--- src/rtl/mem_port_arbiter_if.sv ---
// Bundle of requester, memory-address-register and memory signals around mem_port_arbiter.
// The slave modport is the arbiter's view; master is the requester/memory side.
interface mem_port_arbiter_if #(
    parameter int ADDR_W = 13,
    parameter int DATA_W = 16
);
    logic              if_req;
    logic [ADDR_W-1:0] if_addr;
    logic              dm_req;
    logic              dm_we;
    logic [ADDR_W-1:0] dm_addr;
    logic [DATA_W-1:0] dm_wdata;
    logic              if_done;
    logic              dm_done;
    logic [DATA_W-1:0] rd_data;
    logic              err;
    logic              mar_write_en;
    logic              mar_read_en;
    logic [ADDR_W-1:0] mar_in;
    logic              mem_valid;
    logic              mem_we;
    logic [DATA_W-1:0] mem_wdata;
    logic              mem_ready;
    logic [DATA_W-1:0] mem_rdata;
    logic              busy;

    modport slave (
        input  if_req, if_addr, dm_req, dm_we, dm_addr, dm_wdata, mem_ready, mem_rdata,
        output if_done, dm_done, rd_data, err, mar_write_en, mar_read_en, mar_in,
               mem_valid, mem_we, mem_wdata, busy
    );

    modport master (
        output if_req, if_addr, dm_req, dm_we, dm_addr, dm_wdata, mem_ready, mem_rdata,
        input  if_done, dm_done, rd_data, err, mar_write_en, mar_read_en, mar_in,
               mem_valid, mem_we, mem_wdata, busy
    );
endinterface

--- src/rtl/mem_port_arbiter.sv ---
// Round-robin arbiter sharing one memory port between instruction fetch and data access.
// Each transaction walks LOAD -> PRESENT -> ACCESS -> RESP with all outputs registered.
module mem_port_arbiter #(
    parameter int ADDR_W  = 13,
    parameter int DATA_W  = 16,
    parameter int TIMEOUT = 15
) (
    input  logic                clk,
    input  logic                rst,
    mem_port_arbiter_if.slave   bus
);
    typedef enum logic [2:0] {
        IDLE,
        LOAD,
        PRESENT,
        ACCESS,
        RESP
    } state_t;

    localparam logic [7:0] LAST_CNT = 8'(TIMEOUT - 1);

    state_t            state_q;
    logic              owner_q;       // 1 = data port owns the current transaction
    logic              last_owner_q;  // 1 = data port owned the previous one
    logic              we_q;
    logic [DATA_W-1:0] wdata_q;
    logic [7:0]        cnt_q;

    logic              if_done_q;
    logic              dm_done_q;
    logic [DATA_W-1:0] rd_data_q;
    logic              err_q;
    logic              mar_write_en_q;
    logic              mar_read_en_q;
    logic [ADDR_W-1:0] mar_in_q;
    logic              mem_valid_q;
    logic              mem_we_q;
    logic [DATA_W-1:0] mem_wdata_q;
    logic              busy_q;

    logic              grant_dm_d;

    // Data port wins when it is the only requester or when fetch owned the last transaction.
    always_comb begin
        grant_dm_d = bus.dm_req && (!bus.if_req || !last_owner_q);
    end

    always_ff @(posedge clk) begin
        if (rst) begin
            state_q        <= IDLE;
            owner_q        <= 1'b0;
            last_owner_q   <= 1'b1;
            we_q           <= 1'b0;
            wdata_q        <= '0;
            cnt_q          <= '0;
            if_done_q      <= 1'b0;
            dm_done_q      <= 1'b0;
            rd_data_q      <= '0;
            err_q          <= 1'b0;
            mar_write_en_q <= 1'b0;
            mar_read_en_q  <= 1'b0;
            mar_in_q       <= '0;
            mem_valid_q    <= 1'b0;
            mem_we_q       <= 1'b0;
            mem_wdata_q    <= '0;
            busy_q         <= 1'b0;
        end else begin
            case (state_q)
                IDLE: begin
                    if (bus.if_req || bus.dm_req) begin
                        owner_q        <= grant_dm_d;
                        last_owner_q   <= grant_dm_d;
                        mar_in_q       <= grant_dm_d ? bus.dm_addr : bus.if_addr;
                        we_q           <= grant_dm_d && bus.dm_we;
                        wdata_q        <= grant_dm_d ? bus.dm_wdata : '0;
                        mar_write_en_q <= 1'b1;
                        busy_q         <= 1'b1;
                        state_q        <= LOAD;
                    end
                end
                LOAD: begin
                    mar_write_en_q <= 1'b0;
                    mar_read_en_q  <= 1'b1;
                    state_q        <= PRESENT;
                end
                PRESENT: begin
                    mar_read_en_q <= 1'b0;
                    mem_valid_q   <= 1'b1;
                    mem_we_q      <= we_q;
                    mem_wdata_q   <= wdata_q;
                    cnt_q         <= '0;
                    state_q       <= ACCESS;
                end
                ACCESS: begin
                    // A late mem_ready on the final allowed cycle still counts as success.
                    if (bus.mem_ready || cnt_q == LAST_CNT) begin
                        mem_valid_q <= 1'b0;
                        mem_we_q    <= 1'b0;
                        mem_wdata_q <= '0;
                        if_done_q   <= !owner_q;
                        dm_done_q   <= owner_q;
                        err_q       <= !bus.mem_ready;
                        rd_data_q   <= (bus.mem_ready && !we_q) ? bus.mem_rdata : '0;
                        state_q     <= RESP;
                    end else begin
                        cnt_q <= cnt_q + 8'd1;
                    end
                end
                RESP: begin
                    if_done_q <= 1'b0;
                    dm_done_q <= 1'b0;
                    err_q     <= 1'b0;
                    busy_q    <= 1'b0;
                    state_q   <= IDLE;
                end
                default: begin
                    state_q <= IDLE;
                end
            endcase
        end
    end

    assign bus.if_done      = if_done_q;
    assign bus.dm_done      = dm_done_q;
    assign bus.rd_data      = rd_data_q;
    assign bus.err          = err_q;
    assign bus.mar_write_en = mar_write_en_q;
    assign bus.mar_read_en  = mar_read_en_q;
    assign bus.mar_in       = mar_in_q;
    assign bus.mem_valid    = mem_valid_q;
    assign bus.mem_we       = mem_we_q;
    assign bus.mem_wdata    = mem_wdata_q;
    assign bus.busy         = busy_q;
endmodule

--- src/flat_wrapper.sv ---
// flat-port wrapper written by rule: the top's interface ports become plain ports
module mem_port_arbiter_flat 
#(
    parameter int ADDR_W  = 13,
    parameter int DATA_W  = 16,
    parameter int TIMEOUT = 15
)
  (clk, rst, bus_if_req, bus_if_addr, bus_dm_req, bus_dm_we, bus_dm_addr, bus_dm_wdata, bus_mem_ready, bus_mem_rdata, bus_if_done, bus_dm_done, bus_rd_data, bus_err, bus_mar_write_en, bus_mar_read_en, bus_mar_in, bus_mem_valid, bus_mem_we, bus_mem_wdata, bus_busy);
  mem_port_arbiter_if #(.ADDR_W(ADDR_W), .DATA_W(DATA_W)) bus_i ();
  input  logic clk;
  input  logic rst;
  input wire logic [$bits(bus_i.if_req)-1:0] bus_if_req;
  input wire logic [$bits(bus_i.if_addr)-1:0] bus_if_addr;
  input wire logic [$bits(bus_i.dm_req)-1:0] bus_dm_req;
  input wire logic [$bits(bus_i.dm_we)-1:0] bus_dm_we;
  input wire logic [$bits(bus_i.dm_addr)-1:0] bus_dm_addr;
  input wire logic [$bits(bus_i.dm_wdata)-1:0] bus_dm_wdata;
  input wire logic [$bits(bus_i.mem_ready)-1:0] bus_mem_ready;
  input wire logic [$bits(bus_i.mem_rdata)-1:0] bus_mem_rdata;
  output wire logic [$bits(bus_i.if_done)-1:0] bus_if_done;
  output wire logic [$bits(bus_i.dm_done)-1:0] bus_dm_done;
  output wire logic [$bits(bus_i.rd_data)-1:0] bus_rd_data;
  output wire logic [$bits(bus_i.err)-1:0] bus_err;
  output wire logic [$bits(bus_i.mar_write_en)-1:0] bus_mar_write_en;
  output wire logic [$bits(bus_i.mar_read_en)-1:0] bus_mar_read_en;
  output wire logic [$bits(bus_i.mar_in)-1:0] bus_mar_in;
  output wire logic [$bits(bus_i.mem_valid)-1:0] bus_mem_valid;
  output wire logic [$bits(bus_i.mem_we)-1:0] bus_mem_we;
  output wire logic [$bits(bus_i.mem_wdata)-1:0] bus_mem_wdata;
  output wire logic [$bits(bus_i.busy)-1:0] bus_busy;
  assign bus_i.if_req = bus_if_req;
  assign bus_i.if_addr = bus_if_addr;
  assign bus_i.dm_req = bus_dm_req;
  assign bus_i.dm_we = bus_dm_we;
  assign bus_i.dm_addr = bus_dm_addr;
  assign bus_i.dm_wdata = bus_dm_wdata;
  assign bus_i.mem_ready = bus_mem_ready;
  assign bus_i.mem_rdata = bus_mem_rdata;
  assign bus_if_done = bus_i.if_done;
  assign bus_dm_done = bus_i.dm_done;
  assign bus_rd_data = bus_i.rd_data;
  assign bus_err = bus_i.err;
  assign bus_mar_write_en = bus_i.mar_write_en;
  assign bus_mar_read_en = bus_i.mar_read_en;
  assign bus_mar_in = bus_i.mar_in;
  assign bus_mem_valid = bus_i.mem_valid;
  assign bus_mem_we = bus_i.mem_we;
  assign bus_mem_wdata = bus_i.mem_wdata;
  assign bus_busy = bus_i.busy;
  mem_port_arbiter #(.ADDR_W(ADDR_W), .DATA_W(DATA_W), .TIMEOUT(TIMEOUT)) u_core (.clk(clk), .rst(rst), .bus(bus_i));
endmodule
--- config.mk ---
export PLATFORM = sky130hd
export DESIGN_NAME = mem_port_arbiter_flat
export DESIGN_NICKNAME = d
export VERILOG_FILES = /design/src/rtl/mem_port_arbiter_if.sv /design/src/rtl/mem_port_arbiter.sv /design/src/flat_wrapper.sv
export SDC_FILE = /design/constraint.sdc
export NUM_CORES = 1
export LEC_CHECK = 0
export BUFFER_PORTS_ARGS = -buffer_cell sky130_fd_sc_hd__buf_4
export CELL_PAD_IN_SITES_DETAIL_PLACEMENT = 1
export CELL_PAD_IN_SITES_GLOBAL_PLACEMENT = 2
export CORE_MARGIN = 2
export CORE_UTILIZATION = 31
export DETAILED_ROUTE_END_ITERATION = 8
export GPL_TIMING_DRIVEN = 0
export PLACE_DENSITY = 0.9
export SLEW_MARGIN = 10
export SYNTH_ARGS = -nofsm -noshare
export SYNTH_HDL_FRONTEND = slang
export SYNTH_SLANG_ARGS = --single-unit
--- constraint.sdc ---
create_clock -name clk -period 3.15 [get_ports clk]
set_input_delay 0.63 -clock clk [delete_from_list [all_inputs] [get_ports clk]]
set_output_delay 0.63 -clock clk [all_outputs]
set_load 0.01 [all_outputs]
; ---- Word level (Yosys, flattened, before mapping)
; Index checks and enable logic that the tools add are counted.
[totals]
word_cells = 74
inputBits = 64
ff_bits = 83
[op_classes]
n_eq_ne = 8
mux = 23
n_addsub = 1
reduce_logical = 25
[ops]
columns = operator, count
row1 = $mux W16, 3
row2 = $pmux W16 S2, 1
row3 = $pmux W1 S2, 8
row4 = $pmux W8 S2, 1
row5 = $reduce_and A2 Y1, 8
row6 = $mux W13, 1
row7 = $pmux W3 S4, 1
row8 = $reduce_bool A2 Y1, 5
row9 = $add A8 B1 Y8 const B, 1
row10 = $eq A8 B4 Y1 const B, 1
row11 = $mux W8, 1
row12 = $eq A3 B2 Y1 const B, 2
row13 = $mux W3, 2
row14 = $logic_not A1 Y1, 5
row15 = $mux W1, 5
row16 = $ne A2 B1 Y1 const B, 2
row17 = $eq A3 B1 Y1 const B, 1
row18 = $eq A3 B3 Y1 const B, 1
row19 = $logic_and A1 B1 Y1, 3
row20 = $logic_not A3 Y1, 1
row21 = $logic_or A1 B1 Y1, 3
row22 = $ne A2 B2 Y1 const B, 1

; ---- Logic depth before layout (Yosys ltp)
; Gate-level depths: netlist of the first run.
[logic_depth]
depth_word = 4
ltp_mapped = 7
ltp_nobuf = 5

; ---- Least setup slack after synthesis of the first run
; OpenSTA, ideal clock, no wires.
[synth_path]
path_kind = input-to-reg
startpoint = in bus_dm_req
endpoint = reg u_core.mar_in_q[10], in the netlist u_core.bus.mar_in[10]
path_slack_ns = 1.361
path_buffers = 3
setup_time_ns = 0.086
t_arrival_ns = 1.703
t_required_ns = 3.064
cell_stages = 6
path_cell_list = or2_2 -> clkbuf_1 -> and2_1 -> buf_2 -> clkbuf_1 -> a211oi_1
[synth_via]
elab_chain_cells = 2
word_cells_on_any_way = 4
[synth_rtl]
columns = item, line_no
row1 = "start, declared", flat_wrapper.sv:14  ; input wire logic [$bits(bus_i.dm_req)-1:0] bus_dm_req;
row2 = $logic_and A1 B1 Y1 or $logic_or A1 B1 Y1 (tied branches), "mem_port_arbiter.sv:45, mem_port_arbiter.sv:70"
row3 = $mux W13 or $reduce_and A2 Y1 (tied branches), -
row4 = "end signal, assigned", mem_port_arbiter.sv:73  ; mar_in_q <= grant_dm_d ? bus.dm_addr : bus.if_addr;
row5 = "end, declared", mem_port_arbiter.sv:35  ; logic [ADDR_W-1:0] mar_in_q;
; Parallel ways exist; a longest one is shown, timed or not.
; A chain may end at the register's enable or synchronous reset.

; ---- Worst setup path in the final report of the first run
[layout_path]
startpoint = reg u_core.cnt_q[0]
endpoint = reg u_core.mem_wdata_q[7], in the netlist u_core.bus.mem_wdata[7]
[layout_via]
elab_chain_cells = 4
[layout_rtl]
columns = item, line_no
row1 = "start, declared", mem_port_arbiter.sv:27  ; logic [7:0] cnt_q;
row2 = "start signal, assigned", mem_port_arbiter.sv:106  ; cnt_q <= cnt_q + 8'd1;
row3 = $eq A8 B4 Y1, mem_port_arbiter.sv:96  ; if (bus.mem_ready || cnt_q == LAST_CNT) begin
row4 = $logic_or A1 B1 Y1, mem_port_arbiter.sv:96
row5 = $ne A2 B1 Y1 (no source line), -
row6 = $reduce_and A2 Y1 (no source line), -
row7 = "end signal, assigned", mem_port_arbiter.sv:90  ; mem_wdata_q <= wdata_q;
row8 = "end, declared", mem_port_arbiter.sv:38  ; logic [DATA_W-1:0] mem_wdata_q;
; No other way between the ends.

==> results of run 1 <==
## routing by layer
| layer | global-route usage (%) | vias up |
|---|---|---|
| li1 | - | 1565 |
| met1 | 21.3 | 1506 |
| met2 | 28.7 | 81 |
| met3 | 4.04 | 11 |
| met4 | 6.04 | 0 |
| met5 | 0 | - |
## cells in the mapped netlist, drive strengths merged (3+ instances only)
library cell,number
nor3,5
buf,12
nor2,38
a21oi,26
a21o,3
nand3,4
nand2,59
o21ai,21
a22oi,17
a31o,4
nor4,3
clkbuf,16
a31oi,3
inv,3
or4,4
and2,3
dfxtp,83
a211oi,15
mux2i,29
## state kept, by name (all words and copies together), names as in the netlist
register	count
u_core.bus.err	1
u_core.bus.rd_data	16
u_core.bus.mar_write_en	1
u_core.bus.mem_wdata	16
u_core.bus.mar_in	13
u_core.bus.mem_valid	1
u_core.last_owner_q	1
u_core.bus.busy	1
u_core.cnt_q	8
u_core.owner_q	1
u_core.state_q	3
u_core.bus.mem_we	1
u_core.bus.dm_done	1
u_core.bus.mar_read_en	1
u_core.we_q	1
u_core.bus.if_done	1
u_core.wdata_q	16
## where the power goes
group,leakage (nW),switching (mW),internal [mW],total (mW)
registers,0.675,0.0335,1.10,1.13
logic,1.07,0.204,0.171,0.375
clock network,0.0954,0.386,0.384,0.771
## stage by stage
stage / setup slack (ps) / hold slack [ps]
after floorplan: 1360 / 432
after global placement: 944 / 437
after detailed placement: 913 / 444
after CTS: 1080 / 457
after global routing: 851 / 482
final: 1130 / 457
## worst paths after layout
kind | from | end | slack [ps]
worst max-delay path | u_core.cnt_q[0] | u_core.bus.mem_wdata[7] | 1130
worst max register to register | u_core.cnt_q[0] | u_core.bus.mem_wdata[7] | 1130
worst min-delay path | u_core.wdata_q[12] | u_core.bus.mem_wdata[12] | 460
worst min register to register | u_core.wdata_q[12] | u_core.bus.mem_wdata[12] | 460
## worst register-to-register path: cells and delay by family (launching register included)
| family | cells | cell delay, ps |
|---|---|---|
| flip-flops | 1 | 410 |
| adder cells (fa/ha/maj) | 1 | 280 |
| buffers and inverters | 2 | 470 |
| AO/OA/AOI/OAI | 3 | 790 |
## cells by family (layout without fill, tap and decap cells)
family,Yosys count,count (layout)
mux,29,29
compound gates,98,98
buf+inv,31,162
flops,83,83
simple gates,128,128
fa+ha+maj,2,2
## area by class of cell
class	instances	area, µm²	area share [%]
Clock inverter	4	51.3	1.11
Clock buffer	11	141	3.07
Tap cell	140	175	3.80
Inverter	3	11.3	0.245
Sequential cell	83	1660	36.1
Timing Repair Buffer	116	871	18.9
Buffer	28	129	2.80
Multi-Input combinational cell	257	1560	34.0
==> impl_metrics.toml, run 1 <==
[power_and_ir_drop]
p_per_area_nw_per_um2 = 495
ir_worst_vdd_v = 0.000179
finalPower_mw = 2.28
power_leakage_nw = 1.84

[clocking]
clock_latency_ps = 360
cts_tree = "built"
cts-resized-gates = 0
hold_buffers = 0
postCtsSetupBuffers = 0
htree_levels = 3
cts_buffer_depth = 2
cts_sinks = 83
cts_buffers = 9
cts.clk_slew.worst_paths_ps = 80
cts-root-buf = "clkbuf_8"

[timing]
slew_viol_final = 0
rsz0062_at_grt = "false"
timing.final.crit_share_pct = 64.2
final-hold-violation-count = 0
tightest_slew_ps = 521
fmax_mhz = 494
maxSlewHeadroom_pct = 65.2
fin_skew_ps = 12.0
finalSetupTns_ps = 0
post-route-min-period_ps = 2020
finalSetupViolCount = 0

[floorplan]
row_count = 38
ioPinCount = 117
die_h_um = 108
core-area_um2 = 10700
die_w_um = 108
fp.dieArea_um2 = 11700
start_util_pct = 31.5

[detailed_routing]
drt-wirelength-per-cell_um = 15.3
viasPerCell = 4.93
wl_um = 9790
met1_length_um = 4370
drt_iter0_drc = 79
postRouteAntennaNets = 0
met3WireLength_um = 568
met2_length_um = 4730
top_layer = "met4"
vias = 3163
drtPass1Iterations = 4
remaining_drc_errors = 0

[layout]
utilization_pct = 43.0
drive_above_1_share_pct = 30.5
mostFrequentLayoutCell = "buf_4"
design_area_um2 = 4600
area_delta_synth_final_pct = 36.8
final_cell_mix = "buf_4 (117), dfxtp_1 (83), nand2_1 (59)"
finalNetCount = 564
antenna-diode-count = 0
fin_cells = 642
fillers = 1300

[setup_path]
path_max_fanout = 10
crit_cells = 6
r2r_cells = 6
cp.required_ps = 3430
crit_chain = "inv_1, ha_1, a311oi_2, clkbuf_1, o21ai_0, a21oi_1"
slowest_delay_ps = 480
critical_path.top_delay_family = "compound AO/OA/AOI/OAI gates"
cp_data_arrival_time_ps = 2310
startpoint_type = "flip-flop"
critical_path_class = "reg2reg"
slowest_stage = "a311oi_2"
end_kind = "flip-flop"
critPathBufInv = 2

[global_route]
grt_usage_pct = 17.1
grt_pass1_vias = 3168
grt_max_degree = 14
grt_pass1_wl_um = 15700
grt_overflow_total = 0
antenna_found_initial = 0

[logic_synthesis]
synth_edf_count = 0
synth_top_area_share_pct = 49.4
netlist_instances = 371
yosys_register_bits = 83
syn_nets = 437
syn_area_per_cell_um2 = 9.07
synth_top_area_cell = "dfxtp_1"
ys.flop_type = "dfxtp_1"
synthArstFlopShare_pct = 0
synthMuxAreaShare_pct = 8.62
yosys_warnings = 0
syn_area_um2 = 3370
synth-compound-area-share_pct = 19.6
yosysSeqAreaShare_pct = 49.4
synth_simple_gate_area_share_pct = 17.5
synth-adder-area-share_pct = 0.743
synth_top_family_by_area = "compound AO/OA/AOI/OAI gates"
synthXorXnorAreaFrac_pct = 0
yosys.cell_types.count = 44
synth_area_leaders = "dfxtp_1 (49%), mux2i_1 (8.6%), nand2_1 (6.6%)"

[placement]
dp_cells = 627
hpwlAfterDp_um = 7370
place_congestion = 0.750
io_buffer_count = 116
place_area_um2 = 4410

[hold_path]
holdPathStages = 2
min_path_type = "reg2reg"

[job]
max_cap_viol_count = 0

[run_status]
outcome = "complete, no violations"
Power figures use the tool's default switching activity.
==> run 2, diff against run 1 <==
--- a/config.mk
+++ b/config.mk
@@ -9,10 +9,10 @@
 export CELL_PAD_IN_SITES_DETAIL_PLACEMENT = 1
 export CELL_PAD_IN_SITES_GLOBAL_PLACEMENT = 2
 export CORE_MARGIN = 2
-export CORE_UTILIZATION = 31
+export CORE_UTILIZATION = 28
 export DETAILED_ROUTE_END_ITERATION = 8
 export GPL_TIMING_DRIVEN = 0
-export PLACE_DENSITY = 0.9
+export PLACE_DENSITY = 0.83
 export SLEW_MARGIN = 10
 export SYNTH_ARGS = -nofsm -noshare
 export SYNTH_HDL_FRONTEND = slang
==> constraint.sdc (replaced) <==
create_clock -name clk -period 1.9 [get_ports clk]
set_input_delay 0.38 -clock clk [delete_from_list [all_inputs] [get_ports clk]]
set_output_delay 0.38 -clock clk [all_outputs]
set_load 0.01 [all_outputs]
==> run 2 against run 1 <==
Combinational power increased by 71%. Sequential share of layout area decreased by 1.3 points. Die area increased by 10%. Sequential cell count unchanged. Via count increased by 1.8%.
==> impl_metrics.toml, run 2 (same netlist as run 1, synthesis figures left out) <==
[floorplan]
fp.dieArea_um2 = 12900
core-area_um2 = 11900
die_h_um = 114
start_util_pct = 28.4
row_count = 40
die_w_um = 114
ioPinCount = 117

[timing]
fmax_mhz = 560
finalWorstSetupSlack_ps = 116
fin_skew_ps = 5.19
post-route-min-period_ps = 1780
tightest_slew_ps = 592
rsz0062_at_grt = "true"
maxSlewHeadroom_pct = 60.5
final-hold-violation-count = 0
slew_viol_final = 0
finalSetupViolCount = 0
timing.final.crit_share_pct = 93.9

[run_status]
outcome = "complete, no violations"

[layout]
mostFrequentLayoutCell = "buf_4"
final-seq-area_um2 = 1660
area_delta_synth_final_pct = 42.0
fillers = 1391
multi_input_area_um2 = 1590
drive_above_1_share_pct = 31.9
final_cell_mix = "buf_4 (121), dfxtp_1 (82), nand2_1 (59)"
antenna-diode-count = 0
finalNetCount = 567
fin_cells = 652

[clocking]
cts_buffer_depth = 2
cts-root-buf = "clkbuf_16"
cts.clk_slew.worst_paths_ps = 60
cts_buffers = 9
cts_sinks = 83
cts_tree = "built"
hold_buffers = 0
htree_levels = 3
clock_latency_ps = 330

[placement]
place_congestion = 0.745
io_buffer_count = 116
dpl_worst_slack_ps = -171
hpwlAfterDp_um = 7440
dp_cells = 634

[detailed_routing]
wl_um = 10200
drt-wirelength-per-cell_um = 15.7
remaining_drc_errors = 0
drtPass1Iterations = 4
viasPerCell = 4.94
drt_iter0_drc = 106
vias = 3220
postRouteAntennaNets = 0

[power_and_ir_drop]
power_leakage_nw = 1.93
p_per_area_nw_per_um2 = 908
ir_worst_vdd_v = 0.000504

[setup_path]
cp_data_arrival_time_ps = 2040
cp.required_ps = 2150
critical_path_class = "reg2reg"
path_max_fanout = 7
startpoint_type = "flip-flop"
end_kind = "flip-flop"

[global_route]
grt_usage_pct = 16.0
grt_max_degree = 14
grt_overflow_total = 0
antenna_found_initial = 0
grt_pass1_wl_um = 16500
grt_pass1_vias = 3347

[hold_path]
min_path_type = "in2reg"

[job]
max_cap_viol_count = 0
[run 2: through the flow]
| step | total power [mW] | util [%] | hold slack [ps] | setup TNS [ps] | instance area [µm²] |
|---|---|---|---|---|---|
| CTS | 4.39 | 40.0 | 283 | 0 | 4740 |
| finish | 4.34 | 40.3 | 296 | 0 | 4780 |
| global placement | 2.54 | 37.3 | 436 | -1550 | 4420 |
| floorplan | 2.24 | - | 432 | 0 | 3370 |
| global route | 4.56 | 40.3 | 290 | -8.86 | 4780 |
| detailed placement | 2.56 | 37.3 | 448 | -2690 | 4420 |
[run 2: power by group]
group	internal (mW)	switching (mW)	total, mW	leakage (nW)
clock network	1.14	0.676	1.82	0.152
registers	1.83	0.0553	1.88	0.676
logic	0.292	0.348	0.640	1.10
[run 2: path summary, 6_finish.rpt]
path	from	cells past startpoint	endpoint	slack [ps]
worst min-delay path	bus_dm_wdata[9]	3	u_core.wdata_q[9]	300
worst max-delay path	u_core.cnt_q[0]	5	u_core.cnt_q[3]	120
worst max register to register	u_core.cnt_q[0]	5	u_core.cnt_q[3]	120
worst min register to register	u_core.wdata_q[9]	2	u_core.bus.mem_wdata[9]	450
[run 2: timing repair]
item | 4_1_cts | 5_1_grt
setup buffers | 0 | 3
pin swaps | 0 | 2
setup endpoints to repair | 10 | 43
resized for setup | 3 | 8
[run 2: area by class of cell]
type | count | share of cell area, %
Sequential cell | 83 | 34.8
Multi-Input combinational cell | 257 | 33.2
Timing Repair Buffer | 119 | 18.7
Clock buffer | 10 | 4.79
Tap cell | 147 | 3.85
Buffer | 28 | 2.83
Clock inverter | 5 | 1.65
Inverter | 3 | 0.236
[run 2: per-layer routing]
layer / up-vias / part of all wire, % / track usage (%)
met3: 7 / 6.7 / 5.37
li1: 1574 / - / -
met4: 0 / 0.79 / 3.90
met2: 77 / 49 / 27.9
met1: 1562 / 44 / 19.0
met5: - / 0 / 0
[run 2: worst max-delay path, cell delays in order (launching register included)]
cell and delay [ps]:
dfxtp_2 370, inv_1 70, ha_1 290, a31o_4 280
or4_1 510, a31oi_1 190
==> run 3, diff against run 2 <==
--- a/config.mk
+++ b/config.mk
@@ -8,11 +8,12 @@
 export BUFFER_PORTS_ARGS = -buffer_cell sky130_fd_sc_hd__buf_4
 export CELL_PAD_IN_SITES_DETAIL_PLACEMENT = 1
 export CELL_PAD_IN_SITES_GLOBAL_PLACEMENT = 2
+export CORE_ASPECT_RATIO = 0.9
 export CORE_MARGIN = 2
 export CORE_UTILIZATION = 28
 export DETAILED_ROUTE_END_ITERATION = 8
 export GPL_TIMING_DRIVEN = 0
-export PLACE_DENSITY = 0.83
+export PLACE_DENSITY = 0.87
 export SLEW_MARGIN = 10
 export SYNTH_ARGS = -nofsm -noshare
 export SYNTH_HDL_FRONTEND = slang
==> run 3 against run 2 <==
Fmax down 0.65%. Count of clock-buffer cells in the layout up 1. Global-route usage down 0.25 points. Utilization up 0.77 points. Critical path type unchanged. Non-clock buffer count up 1.
==> impl_metrics.toml, run 3 (same netlist as run 1, synthesis figures left out) <==
[run_status]
outcome = "complete, no violations"

[detailed_routing]
met3WireLength_um = 557
top_layer = "met4"
met2_length_um = 4970
drtPass1Iterations = 5
met1_length_um = 4530
wl_um = 10200
postRouteAntennaNets = 0
vias = 3174
drt_iter0_drc = 175
viasPerCell = 4.79
drt-wirelength-per-cell_um = 15.4
remaining_drc_errors = 0

[clocking]
htree_levels = 3
clock_latency_ps = 330
cts_buffers = 9
cts_buffer_depth = 2
cts_tree = "built"
cts_sinks = 83
cts.clk_slew.worst_paths_ps = 60
cts-root-buf = "clkbuf_16"

[layout]
area_delta_synth_final_pct = 41.2
fillers = 1351
multi_input_area_um2 = 1590
fin_cells = 662
mostFrequentLayoutCell = "buf_4"
utilization_pct = 41.1
final_cell_mix = "buf_4 (121), dfxtp_1 (83), nand2_1 (59)"
drive_above_1_share_pct = 31.6
final-seq-area_um2 = 1660
antenna-diode-count = 0
finalNetCount = 568
design_area_um2 = 4750

[timing]
maxSlewHeadroom_pct = 60.3
hold_slack_ps = 296
timing.final.crit_share_pct = 94.5
finalSetupViolCount = 0
rsz0062_at_grt = "false"
final-hold-violation-count = 0
post-route-min-period_ps = 1800
tightest_slew_ps = 595
fmax_mhz = 557
finalWorstSetupSlack_ps = 104
slew_viol_final = 0
fin_skew_ps = 3.00

[setup_path]
cp.required_ps = 2160
critPathBufInv = 1
r2r_end = "u_core.cnt_q[3]"
slowest_stage = "or4_1"
crit_chain = "inv_1, ha_1, a31o_4, or4_1, a31oi_1"
r2r_cells = 5
cp_data_arrival_time_ps = 2050
end_kind = "flip-flop"
critical_path_class = "reg2reg"
reg2reg_setup_slack_ps = 100
slowest_delay_ps = 500
path_max_fanout = 7
setup.worst_path.start = "u_core.cnt_q[0]"
startpoint_type = "flip-flop"
r2r-start = "u_core.cnt_q[0]"
critical_path.top_delay_family = "simple AND/OR/NAND/NOR gates"

[floorplan]
die_w_um = 120
ioPinCount = 117
row_count = 37
die_h_um = 108
start_util_pct = 29.1
fp.dieArea_um2 = 12900
core-area_um2 = 11600

[placement]
dp_cells = 643
place_area_um2 = 4430
io_buffer_count = 116
hpwlAfterDp_um = 7550
place_congestion = 0.797
dpl_worst_slack_ps = -156

[hold_path]
min_path_type = "in2reg"
min_from = "bus_mem_rdata[12]"
holdPathStages = 3
whs_endpoint = "u_core.bus.rd_data[12]"

[global_route]
grt_overflow_total = 0
grt_pass1_vias = 3207
grt_pass1_wl_um = 16200
antenna_found_initial = 0
grt_max_degree = 14
grt_usage_pct = 15.8

[power_and_ir_drop]
power_leakage_nw = 1.91
p_per_area_nw_per_um2 = 862
ir_worst_vdd_v = 0.000367

[job]
max_cap_viol_count = 0
-- run 3: cell count changes in the layout (fill, tap and decap cells not counted) --
cell and change:
buf_6 +1, bufinv_16 -2, clkbuf_1 +1, dfxtp_1 +1, dfxtp_2 -1, inv_6 +1
-- run 3: metal layers --
| layer | GRT usage (%) | vias up |
|---|---|---|
| li1 | - | 1572 |
| met3 | 4.32 | 10 |
| met5 | 0 | - |
| met1 | 19.7 | 1517 |
| met4 | 5.63 | 0 |
| met2 | 26.3 | 75 |
-- run 3: tightest hold or removal path, cell delays in order --
cell     delay [ps]
buf_4           110
nand2_1          40
mux2i_1          50
-- run 3: area by class of cell --
type                            count  share of cell area, %
Sequential cell                    83                   35.0
Buffer                             28                   2.92
Clock inverter                      4                  0.579
Tap cell                          156                   4.11
Inverter                            3                  0.237
Clock buffer                       11                   4.90
Multi-Input combinational cell    257                   33.4
Timing Repair Buffer              120                   19.0
-- run 3: power by group --
part | switching [mW] | internal (mW) | total (mW)
Sequential | 0.0553 | 1.83 | 1.88
Combinational | 0.345 | 0.294 | 0.639
Clock | 0.691 | 0.881 | 1.57
Total | 1.09 | 3.00 | 4.10
-- run 3: what timing repair did --
action | CTS | global route
pin swaps | 0 | 3
buffers inserted | 0 | 4
hold buffers | 0 | 0
gates resized for setup | 2 | 10
setup endpoints to repair | 10 | 39
-- run 3: worst max path at each step --
stage          slack (ps)                       to  depth (start not counted)
2_1_floorplan         270          u_core.cnt_q[3]                          5
3_3_place_gp          -90        u_core.wdata_q[0]                          5
3_5_place_dp         -160  u_core.bus.mem_wdata[4]                          6
4_1_cts                30   u_core.bus.rd_data[10]                          5
5_1_grt                 7          u_core.cnt_q[3]                          5
6_report              100          u_core.cnt_q[3]                          5
-- run 3: per-stage QoR --
stage / setup TNS, ps / total power, mW
6_report: 0 / 4.10
2_1_floorplan: 0 / 2.24
5_1_grt: 0 / 4.29
3_3_place_gp: -1620 / 2.54
4_1_cts: 0 / 4.14
3_5_place_dp: -2280 / 2.55
